<file path="config.mk">
export PLATFORM = sky130hd
export DESIGN_NAME = sdram_model_bank
export DESIGN_NICKNAME = d
export VERILOG_FILES = /design/src/rtl/sdram_pkg.sv /design/src/rtl/sdram_model_bank.sv
export SDC_FILE = /design/constraint.sdc
export NUM_CORES = 1
export LEC_CHECK = 0
export CAP_MARGIN = 20
export CORE_ASPECT_RATIO = 0.8
export CORE_MARGIN = 1
export CORE_UTILIZATION = 30
export DETAILED_ROUTE_END_ITERATION = 8
export GPL_TIMING_DRIVEN = 0
export PLACE_DENSITY = 0.56
export SLEW_MARGIN = 20
export SYNTH_ARGS = -nofsm -noshare
export SYNTH_HDL_FRONTEND = slang
export SYNTH_SLANG_ARGS = --single-unit
export TNS_END_PERCENT = 20
</file>
<file path="constraint.sdc">
create_clock -name clk -period 1.8 [get_ports clk]
set_clock_uncertainty 0.05 [all_clocks]
set_input_delay 0.27 -clock clk [delete_from_list [all_inputs] [get_ports clk]]
set_output_delay 0.27 -clock clk [all_outputs]
set_load 0.05 [all_outputs]
</file>
<file path="src/rtl/sdram_pkg.sv">
// Shared definitions for the SDRAM device model: command encodings, geometry,
// error-flag bit positions and mode/burst helper functions.
package sdram_pkg;

    localparam int ADDR_WIDTH = 13;
    localparam int BA_WIDTH   = 2;
    localparam int NUM_BANKS  = 4;
    localparam int COL_WIDTH  = 9;
    localparam int DATA_WIDTH = 16;
    localparam int PIPE_DEPTH = 3 + 8;
    localparam int ERR_WIDTH  = 8;

    // {ras_n, cas_n, we_n}
    typedef enum logic [2:0] {
        CMD_MODE_SET   = 3'b000,
        CMD_REFRESH    = 3'b001,
        CMD_PRECHARGE  = 3'b010,
        CMD_ACTIVATE   = 3'b011,
        CMD_WRITE      = 3'b100,
        CMD_READ       = 3'b101,
        CMD_BURST_TERM = 3'b110,
        CMD_NOP        = 3'b111
    } sdram_cmd_e;

    // Refresh-while-open and late-refresh share bit 7 to keep err at 8 bits.
    localparam int ERR_NO_MODE  = 0;
    localparam int ERR_MODE     = 1;
    localparam int ERR_ACT_OPEN = 2;
    localparam int ERR_NOT_OPEN = 3;
    localparam int ERR_RCD      = 4;
    localparam int ERR_RP       = 5;
    localparam int ERR_RAS      = 6;
    localparam int ERR_REF_OPEN = 7;
    localparam int ERR_REF_LATE = 7;

    typedef struct packed {
        logic       legal;
        logic [1:0] bl_log2;
        logic [1:0] cl;
    } mode_t;

    function automatic mode_t decode_mode(input logic [2:0] bl_field, input logic [2:0] cl_field);
        mode_t m;
        m.legal   = (bl_field <= 3'd3) && ((cl_field == 3'd2) || (cl_field == 3'd3));
        m.bl_log2 = bl_field[1:0];
        m.cl      = cl_field[1:0];
        return m;
    endfunction

    // Sequential burst: only the low log2(BL) column bits wrap.
    function automatic logic [COL_WIDTH-1:0] burst_col(input logic [COL_WIDTH-1:0] col,
                                                       input logic [2:0] beat,
                                                       input logic [1:0] bl_log2);
        logic [COL_WIDTH-1:0] low_mask;
        logic [COL_WIDTH-1:0] stepped;
        low_mask = ~({COL_WIDTH{1'b1}} << bl_log2);
        stepped  = col + COL_WIDTH'(beat);
        return (col & ~low_mask) | (stepped & low_mask);
    endfunction

endpackage

</file>
<file path="src/rtl/sdram_model_bank.sv">
// One bank of the device model: open/row state, activate/close timers,
// auto-precharge countdown and the per-bank timing checks.
module sdram_model_bank
    import sdram_pkg::*;
#(
    parameter int DELAY_RCD = 1,
    parameter int DELAY_RP  = 1,
    parameter int DELAY_RC  = 3,
    parameter int DELAY_RAS = 3
) (
    input  logic                  clk,
    input  logic                  rst,
    input  logic                  act,
    input  logic                  pre,
    input  logic                  access,
    input  logic                  ap_req,
    input  logic [4:0]            ap_delay,
    input  logic [ADDR_WIDTH-1:0] row_in,
    output logic                  is_open,
    output logic [ADDR_WIDTH-1:0] row,
    output logic                  err_act_open,
    output logic                  err_rcd,
    output logic                  err_rp,
    output logic                  err_ras
);

    localparam logic [7:0] T_RCD = 8'(DELAY_RCD);
    localparam logic [7:0] T_RP  = 8'(DELAY_RP);
    localparam logic [7:0] T_RC  = 8'(DELAY_RC);
    localparam logic [7:0] T_RAS = 8'(DELAY_RAS);

    logic [7:0] act_cnt;
    logic [7:0] close_cnt;
    logic       ap_pending;
    logic [4:0] ap_cnt;

    assign err_act_open = act && is_open;
    assign err_rp       = act && ((close_cnt < T_RP) || (act_cnt < T_RC));
    assign err_ras      = pre && is_open && (act_cnt < T_RAS);
    assign err_rcd      = access && (act_cnt < T_RCD);

    // Later assignments take priority: explicit commands override a pending auto-close.
    always_ff @(posedge clk) begin
        if (rst) begin
            is_open    <= 1'b0;
            row        <= '0;
            act_cnt    <= '1;
            close_cnt  <= '1;
            ap_pending <= 1'b0;
            ap_cnt     <= '0;
        end else begin
            if (act_cnt != '1) act_cnt <= act_cnt + 8'd1;
            if (close_cnt != '1) close_cnt <= close_cnt + 8'd1;
            if (ap_pending) begin
                ap_cnt <= ap_cnt - 5'd1;
                if (ap_cnt == 5'd1) begin
                    is_open    <= 1'b0;
                    close_cnt  <= '0;
                    ap_pending <= 1'b0;
                end
            end
            if (access) begin
                if (ap_req && (ap_delay == 5'd0)) begin
                    is_open    <= 1'b0;
                    close_cnt  <= '0;
                    ap_pending <= 1'b0;
                end else begin
                    ap_pending <= ap_req;
                    ap_cnt     <= ap_delay;
                end
            end
            if (pre) begin
                is_open    <= 1'b0;
                close_cnt  <= '0;
                ap_pending <= 1'b0;
            end
            if (act) begin
                is_open    <= 1'b1;
                row        <= row_in;
                act_cnt    <= '0;
                ap_pending <= 1'b0;
            end
        end
    end

endmodule

</file>
Yosys cells after proc, flatten, opt, wreduce, memory -nomap -nowiden
Cells that the tools add are included.
{"block": "word_totals", "ff_bits": 36, "wordCells": 46, "inputBits": 24, "out_inout_bits": 18}
{"block": "op_classes", "reduce_logical": 10, "n_eq_ne": 3, "order_cmp": 3, "muxes": 21, "add_sub_neg": 3}
{"cell": "$mux W8", "n": 8}
{"cell": "$add A8 B1 Y8 const B", "n": 2}
{"cell": "$lt A8 B1 Y1 const B", "n": 2}
{"cell": "$ne A8 B8 Y1 const B", "n": 2}
{"cell": "$mux W5", "n": 3}
{"cell": "$mux W1", "n": 10}
{"cell": "$lt A8 B2 Y1 const B", "n": 1}
{"cell": "$logic_and A1 B1 Y1", "n": 6}
{"cell": "$eq A5 B1 Y1 const B", "n": 1}
{"cell": "$logic_not A5 Y1", "n": 1}
{"cell": "$sub A5 B1 Y5 const B", "n": 1}
{"cell": "$reduce_or A3 Y1", "n": 1}
{"cell": "$reduce_bool A2 Y1", "n": 1}
{"cell": "$logic_or A1 B1 Y1", "n": 1}

Longest topological paths before layout
Gate-level depths: netlist of run 1.
{"block": "depth", "ltp_word": 7, "ltp_mapped": 6}

Worst setup path before layout of run 1
Ideal clock, no wire load.
{"block": "synth_timing", "path_type": "register to output", "from": "reg close_cnt[0]", "to": "out err_rp", "path_stages_with_launch": 6, "t_arrival_ns": 1.679, "slack_ns": -0.199, "n_path_buf": 0, "required_time_ns": 1.480, "cell_sequence": "dfxtp_1 -> inv_1 -> ha_1 -> or4b_2 -> nor4_1 -> o21a_1"}
{"block": "synth_via", "elab_chain_cells": 3}
{"element": "start, declared", "line_no": "sdram_model_bank.sv:33", "text": "logic [7:0] close_cnt;"}
{"element": "start signal, assigned", "line_no": "sdram_model_bank.sv:53", "text": "if (close_cnt != '1) close_cnt <= close_cnt + 8'd1;"}
{"element": "$lt A8 B1 Y1", "line_no": "sdram_model_bank.sv:38", "text": "assign err_rp = act && ((close_cnt < T_RP) || (act_cnt < T_RC));"}
{"element": "$logic_or A1 B1 Y1", "line_no": "sdram_model_bank.sv:38"}
{"element": "$logic_and A1 B1 Y1", "line_no": "sdram_model_bank.sv:38"}
{"element": "end, declared", "line_no": "sdram_model_bank.sv:23", "text": "output logic err_rp,"}
Every way passes these cells.

Worst setup path in the final report of run 1
Same ends and word-level chain as after synthesis.

==> results of run 1 <==
## registers in the layout, indices dropped and copies added (netlist names)
| signal | count |
|---|---|
| act_cnt | 8 |
| row | 13 |
| ap_cnt | 5 |
| ap_pending | 1 |
| is_open | 1 |
| close_cnt | 8 |
## routing by layer
| metal | global-route usage | part of all wire | up-vias |
|---|---|---|---|
| met3 | 0.0417 | 0.054 | 4 |
| met1 | 0.194 | 0.50 | 705 |
| met4 | 0.0389 | 0.012 | 0 |
| met2 | 0.183 | 0.43 | 33 |
| met5 | 0 | 0 | - |
| li1 | - | - | 783 |
## final timing paths
path              slack [ns]          to         start  cells past startpoint
hold / removal          0.40      row[2]           act                      3
setup reg to reg        0.18  ap_pending     ap_cnt[1]                      5
setup / recovery       -0.20      err_rp  close_cnt[0]                      6
hold reg to reg         0.44     is_open       is_open                      2
## power by group
group | switching, mW | total, mW | internal [mW]
registers | 0.0582 | 0.915 | 0.857
logic | 0.216 | 0.406 | 0.191
clock network | 0.304 | 0.998 | 0.693
total | 0.578 | 2.32 | 1.74
## worst max-delay path, cell delays in order (launching register included)
cell and delay, ns:
dfxtp_2 0.33, inv_2 0.06, ha_4 0.11, or4b_4 0.45
nor4_2 0.14, o21a_2 0.16, buf_8 0.14
## what timing repair did
| item | 4_1_cts | 5_1_grt |
|---|---|---|
| pin swaps | 4 | 3 |
| gates cloned | 0 | 0 |
| gates resized for setup | 33 | 11 |
| buffers inserted | 4 | 5 |
| endpoints found under the setup margin | 4 | 11 |
## cell usage in the layout (no fill, tap or decap), types with 4 or more instances in the layout
cell type,n
dlymetal6s2s_1,4
o31ai_1,5
clkbuf_8,5
mux2i_1,17
xnor2_1,4
buf_4,10
inv_1,5
o21ai_0,15
and3_1,4
dfxtp_1,32
clkdlybuf4s50_1,32
ha_1,5
nor2_1,26
nand2_1,12
nand3_1,6
## cell type report
| class | count | area share |
|---|---|---|
| clock buffer | 5 | 0.0277 |
| multi-input combinational | 137 | 0.384 |
| timing repair buffer | 49 | 0.196 |
| buffer | 7 | 0.0121 |
| sequential | 36 | 0.294 |
| clock inverter | 3 | 0.0363 |
| tap | 78 | 0.0393 |
| inverter | 7 | 0.0106 |
## cells by family after synthesis
group | synth area share
compound gates | 0.146
xor+xnor | 0.0362
fa+ha+maj | 0.0443
buf+inv | 0.0354
flops | 0.425
mux | 0.100
simple gates | 0.213
## through the flow
stage,util,std cells
after floorplan,-,188
after global placement,0.405,306
after detailed placement,0.405,306
after CTS,0.446,318
after global routing,0.457,322
final,0.457,322
==> run metrics, run 1 <==
status complete, but fails checks; failing checks negative setup slack; Synth cell types 38; f_max 0.499 GHz; Post-synth EDFFs 0; Data required, critical path 1.48 ns; Syn Nets 218; Top FF cell, synth dfxtp_1; router iterations before antenna repair 4; minimum clock period 2.00 ns; final setup margin -0.205 ns; area grow syn2layout 46.6%; Seq cells post-synth 36; grt ovf 0; # DRC 0; vias in the first global route 1371; PnR Total Power 2.32 mW; Worst Path Arrival 1.68 ns; RSZ-0062 raised after global routing yes; cts hold-fix bufs 0; detailed-route wire length per cell 11.8 um; clock root buffer clkbuf_8; GPL Wtd Cong 0.762; PortBufs 40; setup slack at placement -0.704 ns; ys async rst share 0; PD cells 933 nW/um^2; post-route setup TNS -0.243 ns; layout cells sized above 1 0.168; area share of the largest cell type after synthesis 0.425; Max Buffers Root-to-Sink 2; Clk Latency, worst-skew pair 0.29 ns; site row count 24; multi-input logic area 955 um^2; Finished Cell Area 2480 um^2; Fillers 544; detailed-route wire length 3.79 mm; CTS tree built; startpoint types flip-flop; via count 1525; area post-placement 2200 um^2; Final Cycle Share 1.11; Synth top cells by count 36 x dfxtp_1, 28 x nor2_1, 17 x mux2i_1, 15 x o21ai_0, 12 x nand2_1; Reg clk slew, reported paths 0.08 ns; HPWL Detailed 2.59 mm; Die Ht 69.2 um; fin. max-slew vios 0; # IOs 42; count leader, synth dfxtp_1; first-pass GRT wire length 6.33 mm; Setup Viol. Count Final 2; syn_area_per_cell 9.02 um^2; die width 86.1 um; clock sink count 36; critical path peak fanout 2; Hold Crit Class input pin to flip-flop; sequential share of the synthesized area 0.425; crit path capture type primary output; final hold vios 0; peak supply drop 0.573 mV; gr usage total 0.132; pin count of the biggest net entering global routing 13; Post-Syn Instances 188; cell taking the most area after synthesis dfxtp_1; initial antenna violation count 0; CTS buffer count 5; initial cell density of the core 0.312; Diodes inserted 0; FF/Latch Area 731 um^2; Setup Crit Path Kind flip-flop to primary output; Core Area 5440 um^2; top cells by area, synth dfxtp_1 43%, mux2i_1 10%, nor2_1 6.2%; post-route ant nets 0; leakage power 1.06 nW; Worst Max-Slew Pin Slew 0.519 ns; slew margin rel. 0.653; Die Area 5960 um^2; Synth Cell Area 1700 um^2; H-Tree Depth 2; Layout Nets 273; vias per cell 4.74; DR iter-0 viols 84; number of synthesis warnings 0; Max Cap Viol 0; worst hold slack 0.404 ns
Note: power is estimated with default switching activity, not from simulation.
==> run 2: changes to the inputs <==
Settings changed: CORE_ASPECT_RATIO 0.8 to 1.4, MAX_ROUTING_LAYER set to met4.
==> run 2 against run 1 <==
Net effect:
- the flow finishes with violations (design-rule violations, negative setup slack)
- die area barely moved
- clock power shrank 22%
- sequential cell count unchanged
- non-clock buffer count fell by 5
- combinational power decreased by 4%
- largest power group is now registers
- critical path type unchanged
- hold slack worse by 0.0072 ns
==> run metrics, run 2 (synthesis results as in run 1) <==
area grow syn2layout 41.0%; Clock Power Share 0.374; leakage power 1.03 nW; gr usage total 0.146; peak supply drop 0.562 mV; PnR Total Power 2.08 mW; Crit path depth 6; Reg clk slew, reported paths 0.07 ns; CP Capture Point err_rp; grt ovf 0; final setup margin -0.237 ns; Top reg by flops row; PD cells 871 nW/um^2; vias per cell 4.87; Clk Latency, worst-skew pair 0.29 ns; Die Area 5960 um^2; site row count 32; most common cell after layout, fill and taps aside dfxtp_1; Core Area 5490 um^2; multi-input logic area 956 um^2; P_sw 0.559 mW; CP peak stage delay 0.46 ns; Crit path max-delay family simple AND/OR/NAND/NOR gates; pin count of the biggest net entering global routing 12; registers with the most flip-flops row: 13 flops, act_cnt: 8 flops, close_cnt: 8 flops; failing checks design-rule violations, negative setup slack; RSZ-0062 raised after global routing yes; Diodes inserted 0; clock sink count 36; worst r2r src ap_cnt[1]; slew margin rel. 0.649; Final Cycle Share 1.13; first-pass GRT wire length 6.55 mm; HPWL Detailed 2.71 mm; detailed-route wire length per cell 12.2 um; Max Cap Viol 0; router iterations before antenna repair 6; crit path capture type primary output; Max Buffers Root-to-Sink 2; post-layout util 0.436; Crit. Startpoint close_cnt[0]; initial cell density of the core 0.309; f_max 0.491 GHz; Worst Max-Slew Pin Slew 0.526 ns; Setup Viol. Count Final 2; Sw Ratio 0.268; die width 65.5 um; CP max stage cell or4b_4; DR iter-0 viols 66; # IOs 42; minimum clock period 2.04 ns; clock root buffer clkbuf_8; max reg flops 13; initial antenna violation count 0; Layout Nets 268; met3 routed WL 123 um; CP Buf/Inv Count 2; Worst Path Arrival 1.72 ns; combinational power share 0.187; CTS tree built; GPL Wtd Cong 0.841; FF/Latch Area 726 um^2; setup slack, reg-to-reg 0.20 ns; startpoint types flip-flop; PortBufs 40; fin. max-slew vios 0; Fillers 545; detailed-route wire length 3.74 mm; vias in the first global route 1493; Internal 1.52 mW; register share of total power 0.440; R2R depth 5; Setup Crit Path Kind flip-flop to primary output; via count 1495; critical path peak fanout 2; # DRC 1; highest routed metal layer met4; post-route ant nets 0; M1 wire length 1.69 mm; most frequent cells in the layout 32 x dfxtp_1, 31 x clkdlybuf4s50_1, 27 x nor2_1, 17 x mux2i_1, 15 x o21ai_0; met2 WL 1.83 mm; status complete, but fails checks; CTS buffer count 5; final hold vios 0; H-Tree Depth 2; crit-path cells inv_2, ha_4, or4b_4, nor4_4, o21a_2, buf_8; Data required, critical path 1.48 ns; layout cells sized above 1 0.142; R2R Path End ap_pending; Die Ht 91.0 um; Hold Crit Class input pin to flip-flop
-- run 2: changes by cell type in the layout (fill, tap and decap cells not counted), sizes merged --
cell,previous run,this run
buf,15,9
bufinv,3,1
clkbuf,9,12
clkdlybuf4s50,32,31
dlygate4sd2,0,1
-- run 2: what timing repair did --
action	CTS	global route
setup buffers	3	0
resized for setup	34	7
hold buffers	0	0
setup endpoints to repair	4	8
pin swaps	4	0
-- run 2: worst min path at each step --
stage	slack, ns	cells past startpoint	from	end
after floorplan	0.31	1	pre	ap_pending
after global placement	0.41	2	is_open	is_open
after detailed placement	0.42	2	is_open	is_open
after CTS	0.40	3	act	row[3]
after global routing	0.43	3	act	row[3]
final	0.40	3	act	row[0]
-- run 2: final cells by class --
| cell class | instances | area share |
|---|---|---|
| plain buffers | 8 | 0.0147 |
| clock buffers | 7 | 0.0403 |
| clock inverters | 1 | 0.0126 |
| inverters | 7 | 0.0110 |
| multi-input cells | 137 | 0.400 |
| flip-flops and latches | 36 | 0.304 |
| well taps | 68 | 0.0356 |
| repair buffers | 43 | 0.183 |
-- run 2: power groups by stage --
stage | clock network [mW] | logic [mW] | registers [mW]
floorplan | 0 | 0.184 | 0.985
global placement | 0 | 0.376 | 0.930
detailed placement | 0 | 0.379 | 0.929
CTS | 0.808 | 0.394 | 0.916
global route | 0.847 | 0.429 | 0.926
finish | 0.779 | 0.389 | 0.916
-- run 2: worst reg2reg max path, cell delays in order, from the launching register on --
cell and delay, ns:
dfxtp_1 0.35, inv_1 0.07, ha_1 0.17, nor4b_1 0.16, or3b_1 0.34, a2111oi_0 0.36
-- run 2: stage by stage --
step | hold WS, ns | area [um^2] | std cells | setup WS, ns | TNS, ns
after global routing | 0.432 | 2390 | 307 | -0.334 | -0.532
final | 0.397 | 2390 | 307 | -0.237 | -0.243
after detailed placement | 0.418 | 2190 | 296 | -0.744 | -4.99
after CTS | 0.398 | 2380 | 307 | -0.254 | -0.277
after global placement | 0.414 | 2190 | 296 | -0.757 | -5.56
after floorplan | 0.310 | 1700 | 188 | 0.0133 | 0
-- run 2: layer usage --
metal / vias to the layer above / GRT usage
met5: - / -
met2: 29 / 0.243
met1: 687 / 0.159
met3: 9 / 0.0352
met4: 0 / 0.0707
li1: 770 / -
==> run 3: changes to the inputs <==
Settings changed: SKIP_CTS_REPAIR_TIMING set to 1.
==> run 3 against run 2 <==
Net effect:
- die area is the same
- non-clock buffer count shrank 3
- highest routed layer unchanged
- clock power grew 0.6%
- sequential share of layout area grew 0.33 points
- critical path type unchanged
- sequential power is essentially flat
- the run still ends with design-rule violations, negative setup slack left
- largest cell class unchanged
==> run metrics, run 3 (synthesis results as in run 1) <==
layout cells sized above 1 0.123; Data required, critical path 1.48 ns; gr usage total 0.145; # IOs 42; site row count 32; Reg clk slew, reported paths 0.07 ns; RSZ-0062 raised after global routing yes; Max Buffers Root-to-Sink 2; via count 1491; Clk Latency, worst-skew pair 0.29 ns; post-route ant nets 0; peak supply drop 0.563 mV; placed instance count 296; Diodes inserted 0; critical path peak fanout 3; register share of total power 0.441; area grow syn2layout 39.0%; registers with the most flip-flops row: 13 flops, act_cnt: 8 flops, close_cnt: 8 flops; Worst Max-Slew Pin Slew 0.526 ns; pin count of the biggest net entering global routing 12; Die Ht 91.0 um; Die Area 5960 um^2; die width 65.5 um; PnR Total Power 2.08 mW; most frequent cells in the layout 34 x dfxtp_1, 32 x clkdlybuf4s50_1, 27 x nor2_1, 17 x mux2i_1, 15 x o21ai_0; FF/Latch Area 723 um^2; detailed-route wire length per cell 12.3 um; Sw Ratio 0.271; Fillers 548; Max Cap Viol 0; GPL Wtd Cong 0.841; Top reg by flops row; most common cell after layout, fill and taps aside dfxtp_1; leakage power 1.01 nW; HPWL Detailed 2.71 mm; crit path capture type primary output; clock root buffer clkbuf_8; CP max stage cell or4b_4; first-pass GRT wire length 6.50 mm; grt ovf 0; Worst Path Arrival 1.73 ns; H-Tree Depth 2; final hold vios 0; clock sink count 36; f_max 0.488 GHz; final setup margin -0.249 ns; CTS tree built; # DRC 1; Final Cycle Share 1.14; vias per cell 4.90; Setup Viol. Count Final 3; PD cells 882 nW/um^2; multi-input logic area 956 um^2; initial cell density of the core 0.309; status complete, but fails checks; crit-path cells inv_2, ha_4, or4b_4, nor4_4, o21a_2, buf_8; Hold Crit Class input pin to flip-flop; minimum clock period 2.05 ns; initial antenna violation count 0; startpoint types flip-flop; router iterations before antenna repair 6; Layout Nets 265; max reg flops 13; failing checks design-rule violations, negative setup slack; P_sw 0.563 mW; CP Buf/Inv Count 2; fin. max-slew vios 0; slew margin rel. 0.649; Internal 1.52 mW; detailed-route wire length 3.75 mm; DR iter-0 viols 83; Non-Filler Instances 304; PortBufs 40; CTS buffer count 5; Clock Power Share 0.377; CP peak stage delay 0.46 ns; Core Area 5490 um^2; vias in the first global route 1466; Setup Crit Path Kind flip-flop to primary output; Crit path max-delay family simple AND/OR/NAND/NOR gates; combinational power share 0.182
-- run 3: cell types whose count changed in the layout (fill, tap and decap cells not counted), sizes merged --
cell and delta:
buf -3, clkbuf +1, clkdlybuf4s15 -1, clkdlybuf4s50 +1, dlygate4sd2 -1
-- run 3: power by group through the flow --
stage | combinational (mW) | clock (mW) | sequential, mW
6_report | 0.379 | 0.784 | 0.917
3_5_place_dp | 0.379 | 0 | 0.929
4_1_cts | 0.381 | 0.808 | 0.912
5_1_grt | 0.420 | 0.847 | 0.927
3_3_place_gp | 0.376 | 0 | 0.930
2_1_floorplan | 0.184 | 0 | 0.985
-- run 3: stage by stage --
step | setup slack, ns | instance area, um^2 | hold slack, ns | setup TNS (ns) | utilization
floorplan | 0.0133 | 1700 | 0.310 | 0 | -
global placement | -0.757 | 2190 | 0.414 | -5.56 | 0.399
detailed placement | -0.744 | 2190 | 0.418 | -4.99 | 0.399
CTS | -1.07 | 2310 | 0.399 | -3.02 | 0.422
global route | -0.351 | 2360 | 0.432 | -0.832 | 0.430
finish | -0.249 | 2360 | 0.398 | -0.418 | 0.430
-- run 3: routing by layer --
layer  wire length [um]  global-route usage  vias to the layer above
met5                  0                   -                        -
met4                 74              0.0707                        0
met3                138              0.0352                        6
met2               1850               0.239                       33
met1               1690               0.161                      689
li1                   -                   -                      763
-- run 3: final timing paths --
path | cells past startpoint | startpoint | slack, ns | to
max | 6 | close_cnt[0] | -0.25 | err_rp
min | 3 | act | 0.40 | row[0]
max reg2reg | 5 | ap_cnt[1] | 0.20 | ap_pending
min reg2reg | 2 | is_open | 0.43 | is_open
-- run 3: worst register-to-register path: stages (launching register included) --
cell and delay, ns:
dfxtp_1 0.35, inv_1 0.07, ha_1 0.17, nor4b_1 0.16, or3b_1 0.34, a2111oi_0 0.36
-- run 3: cell type report --
cell class / instances / area share
repair buffers: 40 / 0.172
inverters: 7 / 0.0111
well taps: 68 / 0.0361
plain buffers: 8 / 0.0149
multi-input cells: 137 / 0.406
clock buffers: 7 / 0.0409
flip-flops and latches: 36 / 0.307
clock inverters: 1 / 0.0127
